--- src/rtl/shift_sequencer.sv ---
// shift_sequencer: sequences an external DEPTH-stage serial shift register
// for one word transfer: clear, shift WIDTH bits in (MSB- or LSB-first),
// flush, and collect the bits from the register output into rx_data.
//
// Ports:
//   clk, reset          rising-edge clock, async active-low reset
//   tx_data/tx_lsb_first/tx_valid/tx_ready   parallel word in (handshake)
//   hold                pauses shifting while in SHIFT
//   sr_in/sr_enable/sr_clear/sr_out          shift-register datapath
//   rx_data/rx_valid/rx_ready                reassembled word out (handshake)
//   busy                high in any state other than IDLE
module shift_sequencer #(
    parameter int WIDTH = 8,
    parameter int DEPTH = 8
) (
    input  logic             clk,
    input  logic             reset,
    input  logic [WIDTH-1:0] tx_data,
    input  logic             tx_lsb_first,
    input  logic             tx_valid,
    output logic             tx_ready,
    input  logic             hold,
    output logic             sr_in,
    output logic             sr_enable,
    output logic             sr_clear,
    input  logic             sr_out,
    output logic [WIDTH-1:0] rx_data,
    output logic             rx_valid,
    input  logic             rx_ready,
    output logic             busy
);

    localparam int CW = $clog2(DEPTH + WIDTH + 1);
    localparam logic [CW-1:0] C_DEPTH = CW'(DEPTH);
    localparam logic [CW-1:0] C_LAST  = CW'(DEPTH + WIDTH - 1);

    typedef enum logic [1:0] {
        S_IDLE,
        S_CLEAR,
        S_SHIFT,
        S_DONE
    } state_t;

    state_t            state_q, state_d;
    logic [CW-1:0]     cnt_q, cnt_d;
    logic [WIDTH-1:0]  word_q, word_d;
    logic              lsb_q, lsb_d;
    logic [WIDTH-1:0]  rx_q, rx_d;

    logic [WIDTH-1:0]  tx_rev;
    logic [WIDTH-1:0]  ord_mask;
    logic [WIDTH-1:0]  ord_rev;
    logic [WIDTH-1:0]  pos_mask;

    // word_q holds the latched word already in transmit order; it is
    // shifted right once per unpaused SHIFT cycle, so bit 0 is always the
    // next bit to send and zeros fill in naturally for the flush phase.
    assign tx_rev = {<<{tx_data}};

    // One-hot receive mask in order space, mapped back to bit position.
    assign ord_mask = WIDTH'(1) << (cnt_q - C_DEPTH);
    assign ord_rev  = {<<{ord_mask}};
    assign pos_mask = lsb_q ? ord_mask : ord_rev;

    always_ff @(posedge clk or negedge reset) begin
        if (!reset) begin
            state_q <= S_IDLE;
            cnt_q   <= '0;
            word_q  <= '0;
            lsb_q   <= 1'b0;
            rx_q    <= '0;
        end else begin
            state_q <= state_d;
            cnt_q   <= cnt_d;
            word_q  <= word_d;
            lsb_q   <= lsb_d;
            rx_q    <= rx_d;
        end
    end

    always_comb begin
        state_d   = state_q;
        cnt_d     = cnt_q;
        word_d    = word_q;
        lsb_d     = lsb_q;
        rx_d      = rx_q;
        tx_ready  = 1'b0;
        sr_in     = 1'b0;
        sr_enable = 1'b0;
        sr_clear  = 1'b0;
        rx_valid  = 1'b0;
        unique case (state_q)
            S_IDLE: begin
                tx_ready = 1'b1;
                if (tx_valid) begin
                    word_d  = tx_lsb_first ? tx_data : tx_rev;
                    lsb_d   = tx_lsb_first;
                    state_d = S_CLEAR;
                end
            end
            S_CLEAR: begin
                sr_clear  = 1'b1;
                sr_enable = 1'b1;
                cnt_d     = '0;
                state_d   = S_SHIFT;
            end
            S_SHIFT: begin
                sr_enable = ~hold;
                sr_in     = word_q[0];
                if (!hold) begin
                    word_d = word_q >> 1;
                    cnt_d  = cnt_q + CW'(1);
                    // First bit reaches the register output DEPTH cycles
                    // after it was driven.
                    if (cnt_q >= C_DEPTH) begin
                        rx_d = (rx_q & ~pos_mask)
                             | (sr_out ? pos_mask : '0);
                    end
                    if (cnt_q == C_LAST) begin
                        state_d = S_DONE;
                    end
                end
            end
            S_DONE: begin
                rx_valid = 1'b1;
                if (rx_ready) begin
                    state_d = S_IDLE;
                end
            end
            default: state_d = S_IDLE;
        endcase
    end

    assign rx_data = rx_q;
    assign busy    = (state_q != S_IDLE);

endmodule

--- config.mk ---
export PLATFORM = sky130hd
export DESIGN_NAME = shift_sequencer
export DESIGN_NICKNAME = d
export VERILOG_FILES = /design/src/rtl/shift_sequencer.sv
export SDC_FILE = /design/constraint.sdc
export NUM_CORES = 1
export LEC_CHECK = 0
export ABC_AREA = 1
export CORE_MARGIN = 5
export CORE_UTILIZATION = 30
export DETAILED_ROUTE_END_ITERATION = 12
export PLACE_DENSITY = 0.57
export SYNTH_ARGS = -nofsm -noshare
export SYNTH_HDL_FRONTEND = slang
export SYNTH_SLANG_ARGS = --single-unit
--- constraint.sdc ---
create_clock -name clk -period 1.49 [get_ports clk]
set_input_delay 0.298 -clock clk [delete_from_list [all_inputs] [get_ports clk]]
set_output_delay 0.298 -clock clk [all_outputs]
set_load 0.05 [all_outputs]
== After elaboration in Yosys (flattened, before gate mapping) ==
Index checks and enable logic that the tools add are counted.

* Bitwise operators: 4
* Order comparisons: 1
* Reductions and logical operators: 9
* Equality and inequality tests: 8
* Shifts and indexed selects: 1
* $add $sub $neg: 2
* Multiplexer cells: 18

{| class="wikitable"
|+ Operator list
! cell !! number
|-
| $mux W8 || 5
|-
| $pmux W8 S2 || 1
|-
| $pmux W5 S2 || 1
|-
| $and A8 B8 Y8 || 1
|-
| $mux W2 || 4
|-
| $ne A2 B2 Y1 const B || 4
|-
| $not A8 Y8 || 1
|-
| $or A8 B8 Y8 || 1
|-
| $pmux W2 S4 || 1
|-
| $shl A1 B5 Y8 const A || 1
|-
| $reduce_and A3 Y1 || 2
|-
| $reduce_bool A2 Y1 || 3
|-
| $add A5 B1 Y5 const B || 1
|-
| $eq A5 B4 Y1 const B || 1
|-
| $ge A5 B4 Y1 const B || 1
|-
| $mux W5 || 1
|-
| $sub A5 B4 Y5 const B || 1
|-
| $eq A2 B2 Y1 const B || 2
|-
| $mux W1 || 4
|-
| $reduce_and A2 Y1 || 2
|-
| $reduce_and A4 Y1 || 1
|-
| $eq A2 B1 Y1 const B || 1
|-
| $logic_not A2 Y1 || 1
|-
| $pmux W1 S2 || 1
|-
| $not A1 Y1 || 1
|}

* Bits of input ports: 15
* Output and inout port bits: 14
* Bits in registers: 24

== Longest topological paths before layout ==
Gate-level depths: netlist (run 1).

* Depth after elaboration: 6
* Gate-level depth with buffers: 10

== Worst setup path before layout (run 1) ==
OpenSTA, ideal clock, no wires.

* Kind: register -> output
* From: reg state_q[1]
* To: out sr_enable
* Data arrival time: 1841 ps
* Setup slack: -649 ps
* Stages on the path, launching flop included: 5
* Path through: dfrtp_1 inv_1 ha_1 inv_1 a21oi_1

* Word-level cells in the longest chain between the ends: 2

{| class="wikitable"
|+ Ends and longest elaborated chain
! element !! RTL line !! text
|-
| from (decl) || 44 || <nowiki>state_t state_q, state_d;</nowiki>
|-
| from (signal assigned) || 73 || <nowiki>state_q <= state_d;</nowiki>
|-
| $eq A2 B2 Y1 / $eq A2 B1 Y1 (equally long branches) || 92 || <nowiki>unique case (state_q)</nowiki>
|-
| $pmux W1 S2 (*) || 92 ||
|-
| to (decl) || 24 || <nowiki>output logic sr_enable,</nowiki>
|}

Mark *: on every way between the ends. The rest lies on a longest branch, timed or not.

== Worst setup path after layout (run 1) ==
Ends and elaborated chain as after synthesis.

==> results of run 1 <==
[stage by stage]
| stage | worst slack [ns] | total power, mW | instance area [µm²] | instances | util |
|---|---|---|---|---|---|
| 6_report | -0.207 | 4.68 | 2700 | 361 | 0.533 |
| 5_1_grt | -0.268 | 4.99 | 2700 | 361 | 0.533 |
| 3_3_place_gp | -0.0266 | 3.28 | 2300 | 337 | 0.454 |
| 4_1_cts | -0.209 | 4.17 | 2480 | 351 | 0.488 |
| 2_1_floorplan | -0.0272 | 2.43 | 1660 | 222 | - |
| 3_5_place_dp | -0.0538 | 3.30 | 2300 | 337 | 0.454 |
[worst max-delay path by stage]
stage,startpoint,slack [ns],to
floorplan,state_q[0],-0.03,word_q[7]
global placement,cnt_q[1],-0.03,state_q[0]
detailed placement,hold,-0.05,sr_enable
CTS,state_q[1],-0.21,sr_enable
global route,state_q[1],-0.27,sr_enable
finish,state_q[1],-0.21,sr_enable
[Yosys cell counts]
library cell and instances:
nand2_1 80, o21ai_0 28, dfrtp_1 24, inv_1 21
nand3_1 21, nor2_1 12, ha_1 9, a21oi_1 4
buf_2 4, inv_2 3, clkbuf_1 2, nand4_1 2
o21ai_1 2, a21oi_4 1, a31oi_1 1, buf_6 1
nand2_4 1, nor2_2 1, nor2_8 1, nor3_1 1
o211ai_1 1, o21ai_2 1, o22ai_1 1
[cell usage in the layout, fill, tap and decap left out, drive strengths merged]
master / synthesis / final
bufinv: 0 / 1
a21oi: 5 / 5
nand2: 81 / 81
clkinvlp: 0 / 1
buf: 5 / 58
o22ai: 1 / 1
a31oi: 1 / 1
nor3: 1 / 1
ha: 9 / 9
nand3: 21 / 21
dfrtp: 24 / 24
clkdlybuf4s50: 0 / 14
o211ai: 1 / 1
nand4: 2 / 2
nor2: 14 / 14
clkbuf: 2 / 3
inv: 24 / 23
o21ai: 31 / 31
[routing by layer]
layer  track usage  up-vias  share of wire  routed length, µm
met4        0.0415        0          0.013                 53
met5             0        -              0                  0
met1         0.154      753           0.44               1850
met2         0.232       25           0.51               2160
li1              -      849              -                  -
met3        0.0271        5          0.033                140
[logic make-up (layout without fill, tap and decap cells)]
logic type / count (synthesis) / after routing / share of synthesized area
and+or+nand+nor: 119 / 119 / 0.323
AOI/OAI and AO/OA: 39 / 39 / 0.138
buffers and inverters: 31 / 100 / 0.0825
DFF: 24 / 24 / 0.384
adders and majority gates: 9 / 9 / 0.0721
[power breakdown]
| part | switching [mW] | total [mW] | internal [mW] |
|---|---|---|---|
| clock | 0.234 | 0.594 | 0.360 |
| combinational | 1.64 | 3.11 | 1.47 |
| sequential | 0.140 | 0.976 | 0.836 |
| total | 2.01 | 4.68 | 2.67 |
[worst reg2reg max path, cell delays in order (launching register included)]
cell     delay (ns)
dfrtp_1        0.44
ha_4           0.21
buf_6          0.11
buf_6          0.11
nand2_4        0.07
o21ai_4        0.09
buf_12         0.14
nor2_4         0.12
o21ai_1        0.07
o21ai_1        0.08
[area by class of cell]
class,instances,area share
Multi-Input combinational cell,167,0.388
Timing Repair Buffer,72,0.295
Sequential cell,24,0.222
Inverter,24,0.0356
Tap cell,70,0.0324
Clock buffer,3,0.0153
Clock inverter,1,0.0111
[what timing repair did]
action	in CTS	in global routing
endpoints found under the setup margin	11	26
gates cloned	0	0
pin swaps	4	11
gates resized for setup	9	50
setup buffers	10	10
==> metrics.md, run 1 <==
| Metric | Value |
|---|---|
| Storage element area | `601 µm²` |
| Clk sinks | `24` |
| Post-synth top area cell | `dfrtp_1` |
| Worst VDD drop | `0.00131 V` |
| Clk slew on worst S/H paths | `0.10 ns` |
| Post-layout minimum cycle time | `1.70 ns` |
| Die area | `6750 µm²` |
| Largest net degree at the start of global routing | `25` |
| Clock Path Buffers | `2` |
| Netlist Area Pre-Place | `1560 µm²` |
| Total grt overflow | `0` |
| WP buf/inv | `3` |
| ANT nets after route | `0` |
| Area of the multi-input gates | `1050 µm²` |
| Worst Tran Pin Value | `0.320 ns` |
| Die height | `82.2 µm` |
| CTS buffer count | `3` |
| CTS tree | `built` |
| Critical-path maximum fanout | `3` |
| Critical path capture point type | `primary output` |
| Fin worst setup slack | `-0.207 ns` |
| Routed vias/inst | `4.52` |
| Average cell area after synthesis | `7.04 µm²` |
| H-Tree Depth | `1` |
| Global placer's final weighted congestion | `0.750` |
| Slew headroom | `0.787` |
| FF-to-FF End | `state_q[0]` |
| Hold Vio Cnt, Final | `0` |
| Post-synth net total | `246` |
| Total GRT Usage | `0.130` |
| ANT cells | `0` |
| Worst path max stage delay | `0.43 ns` |
| Outcome | `finished, violations left` |
| Cell Chain, Critical Path | `inv_2 -> ha_4 -> inv_2 -> a21oi_4 -> buf_12` |
| Synth Register Bits | `24` |
| Crit Path Class | `register to primary output` |
| CP startpoint kind | `register` |
| Worst hold path type | `primary input to asynchronous set/reset pin` |
| Final period utilization | `1.14` |
| HPWL after DPL | `2770 µm` |
| Worst R2R Path Depth | `9` |
| DRC Markers | `0` |
| Die width | `82.2 µm` |
| Share of layout cells above drive strength 1 | `0.392` |
| # IOs | `29` |
| TritonRoute pass-1 iters | `4` |
| Static leakage | `1.25 nW` |
| RSZ-0062 raised after global routing | `yes` |
| Area growth syn-to-layout | `73.0%` |
| Failing checks | `negative setup slack` |
| Vias post-DR | `1632` |
| Wire per inst | `11.6 µm` |
| Most frequent CP cell | `inv_2` |
| Reg2reg start | `state_q[1]` |
| Skew-Pair Late Insertion Delay | `0.28 ns` |
| Synthesized instance count | `222` |
| Core area | `5070 µm²` |
| Critical Path Stages | `5` |
| Clock Tree Root | `clkbuf_8` |
| Top cells by area, synth | `dfrtp_1 38%, nand2_1 19%, o21ai_0 9.0%` |
| Setup tns final | `-0.450 ns` |
| Area share of the largest cell type after synthesis | `0.384` |
| Port buffer count | `28` |
| Initial core utilization | `0.308` |
| Global-route wire length before repair | `6820 µm` |
| Max cap viols | `0` |
| Nets | `316` |
| Routed wire length | `4200 µm` |
| Yosys Warn Count | `0` |
| Register-to-register setup slack | `-0.02 ns` |
| Fill count | `487` |
| Pwr Density | `1730 nW/µm²` |
| Critical Path Slowest Stage Cell | `dfrtp_1` |
| Final hold slack | `0.361 ns` |
| Final setup vio count | `6` |
| Critical path required time | `1.19 ns` |
| Top delay family on crit path | `flip-flops` |
| Critical Path AT | `1.40 ns` |
| Clock Skew | `0.0105 ns` |
| Yosys cell types | `23` |
| Vias in the first global route | `1605` |
| Initial antenna violation count | `0` |
| Sequential share of the synthesized area | `0.384` |
| Hold_buf cts | `0` |
| Fin. max-slew vios | `0` |
| Placement row count | `26` |
| Initial DRC Count | `31` |
| Fmax | `589 MHz` |
(Power assumes the default switching activity.)
==> run 2, diff against run 1 <==
--- a/config.mk
+++ b/config.mk
@@ -13,3 +13,4 @@
 export SYNTH_ARGS = -nofsm -noshare
 export SYNTH_HDL_FRONTEND = slang
 export SYNTH_SLANG_ARGS = --single-unit
+export TNS_END_PERCENT = 30
==> run 2 against run 1 <==
The run still ends with negative setup slack left. Largest power group unchanged. Critical path type unchanged. Clock power is 1% lower. Non-clock buffer count is 12 lower. Flip-flop and latch count stayed put. Maximum frequency is 2.5% higher. Sequential share of layout area is 1.1 points higher. Via count is 2.9% lower.
==> metrics.md, run 2 (same netlist as run 1, synthesis figures left out) <==
| Metric | Value |
|---|---|
| Initial core utilization | `0.308 (unchanged)` |
| Clk slew on worst S/H paths | `0.09 ns (about the same)` |
| Critical Path AT | `1.36 ns (-0.04 ns)` |
| Finished Layout Cells | `349 (-3.3%)` |
| Seq pwr share | `0.237 (+0.029)` |
| Initial antenna violation count | `0 (unchanged)` |
| Clock power share | `0.141 (+0.014)` |
| Area of the multi-input gates | `1010 µm² (-3.7%)` |
| Storage element area | `602 µm² (+0.21%)` |
| TritonRoute pass-1 iters | `4 (unchanged)` |
| Failing checks | `negative setup slack` |
| CP startpoint kind | `register` |
| Max cap viols | `0 (unchanged)` |
| Wire per inst | `11.3 µm (-2.8%)` |
| Critical path required time | `1.19 ns (about the same)` |
| CTS tree | `built` |
| Total grt overflow | `0 (unchanged)` |
| Critical-path maximum fanout | `4 (+1)` |
| Routed wire length | `3950 µm (-6.1%)` |
| Fraction of power spent switching nets | `0.431 (+0.000990)` |
| Clock Skew | `0.00466 ns (-0.00587 ns)` |
| Final period utilization | `1.11 (-0.0279)` |
| Nets | `304 (-3.8%)` |
| Share of layout cells above drive strength 1 | `0.341 (-0.0513)` |
| Fin worst setup slack | `-0.165 ns (+0.0415 ns)` |
| Cell Int Power | `2.38 mW (-11%)` |
| Global placer's final weighted congestion | `0.748 (-0.24%)` |
| Placed Cells | `335 (-0.59%)` |
| Pwr Density | `1610 nW/µm² (-6.7%)` |
| Worst hold path type | `primary input to asynchronous set/reset pin` |
| Critical path capture point type | `primary output` |
| Routed vias/inst | `4.54 (+0.40%)` |
| HPWL after DPL | `2870 µm (+3.3%)` |
| Fill count | `491 (+0.82%)` |
| Initial DRC Count | `64 (+110%)` |
| CTS buffer count | `3 (unchanged)` |
| Largest net degree at the start of global routing | `25 (unchanged)` |
| Most frequent cells in the layout | `70 x nand2_1, 26 x buf_4, 23 x dfrtp_1` |
| Vias in the first global route | `1541 (-4.0%)` |
| # IOs | `29 (unchanged)` |
| Hold Vio Cnt, Final | `0 (unchanged)` |
| Die area | `6750 µm² (unchanged)` |
| Worst VDD drop | `0.00131 V (-0.39%)` |
| ANT nets after route | `0 (unchanged)` |
| Static leakage | `1.20 nW (-3.9%)` |
| H-Tree Depth | `1 (unchanged)` |
| Skew-Pair Late Insertion Delay | `0.27 ns (about the same)` |
| Crit Path Class | `register to primary output` |
| Total GRT Usage | `0.128 (-0.00102)` |
| Fmax | `604 MHz (+2.5%)` |
| Global-route wire length before repair | `6800 µm (-0.31%)` |
| Final hold slack | `0.381 ns (+0.0209 ns)` |
| Outcome | `finished, violations left` |
| Fin. max-slew vios | `0 (unchanged)` |
| DRC Markers | `0 (unchanged)` |
| Clk sinks | `24 (unchanged)` |
| Die width | `82.2 µm (unchanged)` |
| Worst Tran Pin Value | `0.353 ns (+0.0324 ns)` |
| Clock Tree Root | `clkbuf_8` |
| Slew headroom | `0.765 (-0.0216)` |
| Placement row count | `26 (unchanged)` |
| RSZ-0062 raised after global routing | `yes` |
| Post-layout minimum cycle time | `1.66 ns (-0.0415 ns)` |
| Area growth syn-to-layout | `65.4%` |
| Clock Path Buffers | `2 (unchanged)` |
| P_sw | `1.80 mW (-11%)` |
| ANT cells | `0 (unchanged)` |
| Die height | `82.2 µm (unchanged)` |
| Core area | `5070 µm² (unchanged)` |
| Final setup vio count | `12 (+6)` |
| Comb power frac | `0.622 (-0.043)` |
| Port buffer count | `28 (unchanged)` |
| Vias post-DR | `1584 (-2.9%)` |
| Commonest non-fill, non-tap cell in the layout | `nand2_1` |
-- run 2: cell count changes in the layout (fill, tap and decap cells not counted), moves of 2 or more --
cell and change:
buf_4 -10, o21ai_2 -5, o21ai_0 +4, buf_6 -3, inv_4 +3, nor2_1 +3, nor2_4 -3, inv_2 -2
nand3_1 +2, nand3_2 -2
-- run 2: final cells by class --
class                   instances  share of cell area
inverters                      24              0.0402
flip-flops and latches         24               0.233
well taps                      70              0.0339
clock inverters                 1              0.0116
clock buffers                   3              0.0160
multi-input cells             167               0.391
repair buffers                 60               0.274
-- run 2: path summary, 6_finish.rpt --
path / start / to / slack [ns] / depth (start not counted)
min reg2reg: word_q[3] / word_q[3] / 0.51 / 2
max: state_q[1] / sr_enable / -0.17 / 5
min in group clk: word_q[3] / word_q[3] / 0.51 / 2
min: reset / cnt_q[1] / 0.38 / 2
max reg2reg: cnt_q[1] / register / -0.02 / 11
max in group asynchronous: reset / state_q[1] / 0.85 / 2
-- run 2: metal layers --
layer	global-route usage	up-vias	wire [µm]
met3	0.0293	4	143
met4	0.0249	0	23
met5	0	-	0
met1	0.165	725	1820
li1	-	827	-
met2	0.221	28	1960
-- run 2: timing repair --
action / 4_1_cts / 5_1_grt
gates cloned: 0 / 1
endpoints found under the setup margin: 11 / 28
gates resized for setup: 11 / 38
hold buffers: 0 / 0
pin swaps: 5 / 11
buffers inserted: 2 / 7
-- run 2: critical path, stage by stage (launching register included) --
cell     delay (ns)
dfrtp_2        0.43
inv_4          0.07
ha_4           0.27
inv_2          0.04
a21oi_4        0.12
buf_12         0.15
-- run 2: through the flow --
| step | setup TNS [ns] | power (mW) | instance area, µm² | setup slack, ns | util |
|---|---|---|---|---|---|
| finish | -0.480 | 4.17 | 2580 | -0.165 | 0.509 |
| global placement | -0.0583 | 3.24 | 2280 | -0.0201 | 0.449 |
| detailed placement | -0.156 | 3.28 | 2280 | -0.0401 | 0.449 |
| global route | -2.10 | 4.52 | 2580 | -0.249 | 0.509 |
| CTS | -0.682 | 3.99 | 2400 | -0.229 | 0.472 |
| floorplan | -0.0494 | 2.41 | 1650 | -0.0273 | - |
-- run 2: power groups by stage --
| stage | clock network [mW] | registers [mW] | logic [mW] |
|---|---|---|---|
| 2_1_floorplan | 0 | 0.966 | 1.45 |
| 3_3_place_gp | 0 | 0.979 | 2.26 |
| 3_5_place_dp | 0 | 0.981 | 2.29 |
| 4_1_cts | 0.612 | 0.979 | 2.39 |
| 5_1_grt | 0.649 | 1.02 | 2.85 |
| 6_report | 0.587 | 0.989 | 2.60 |
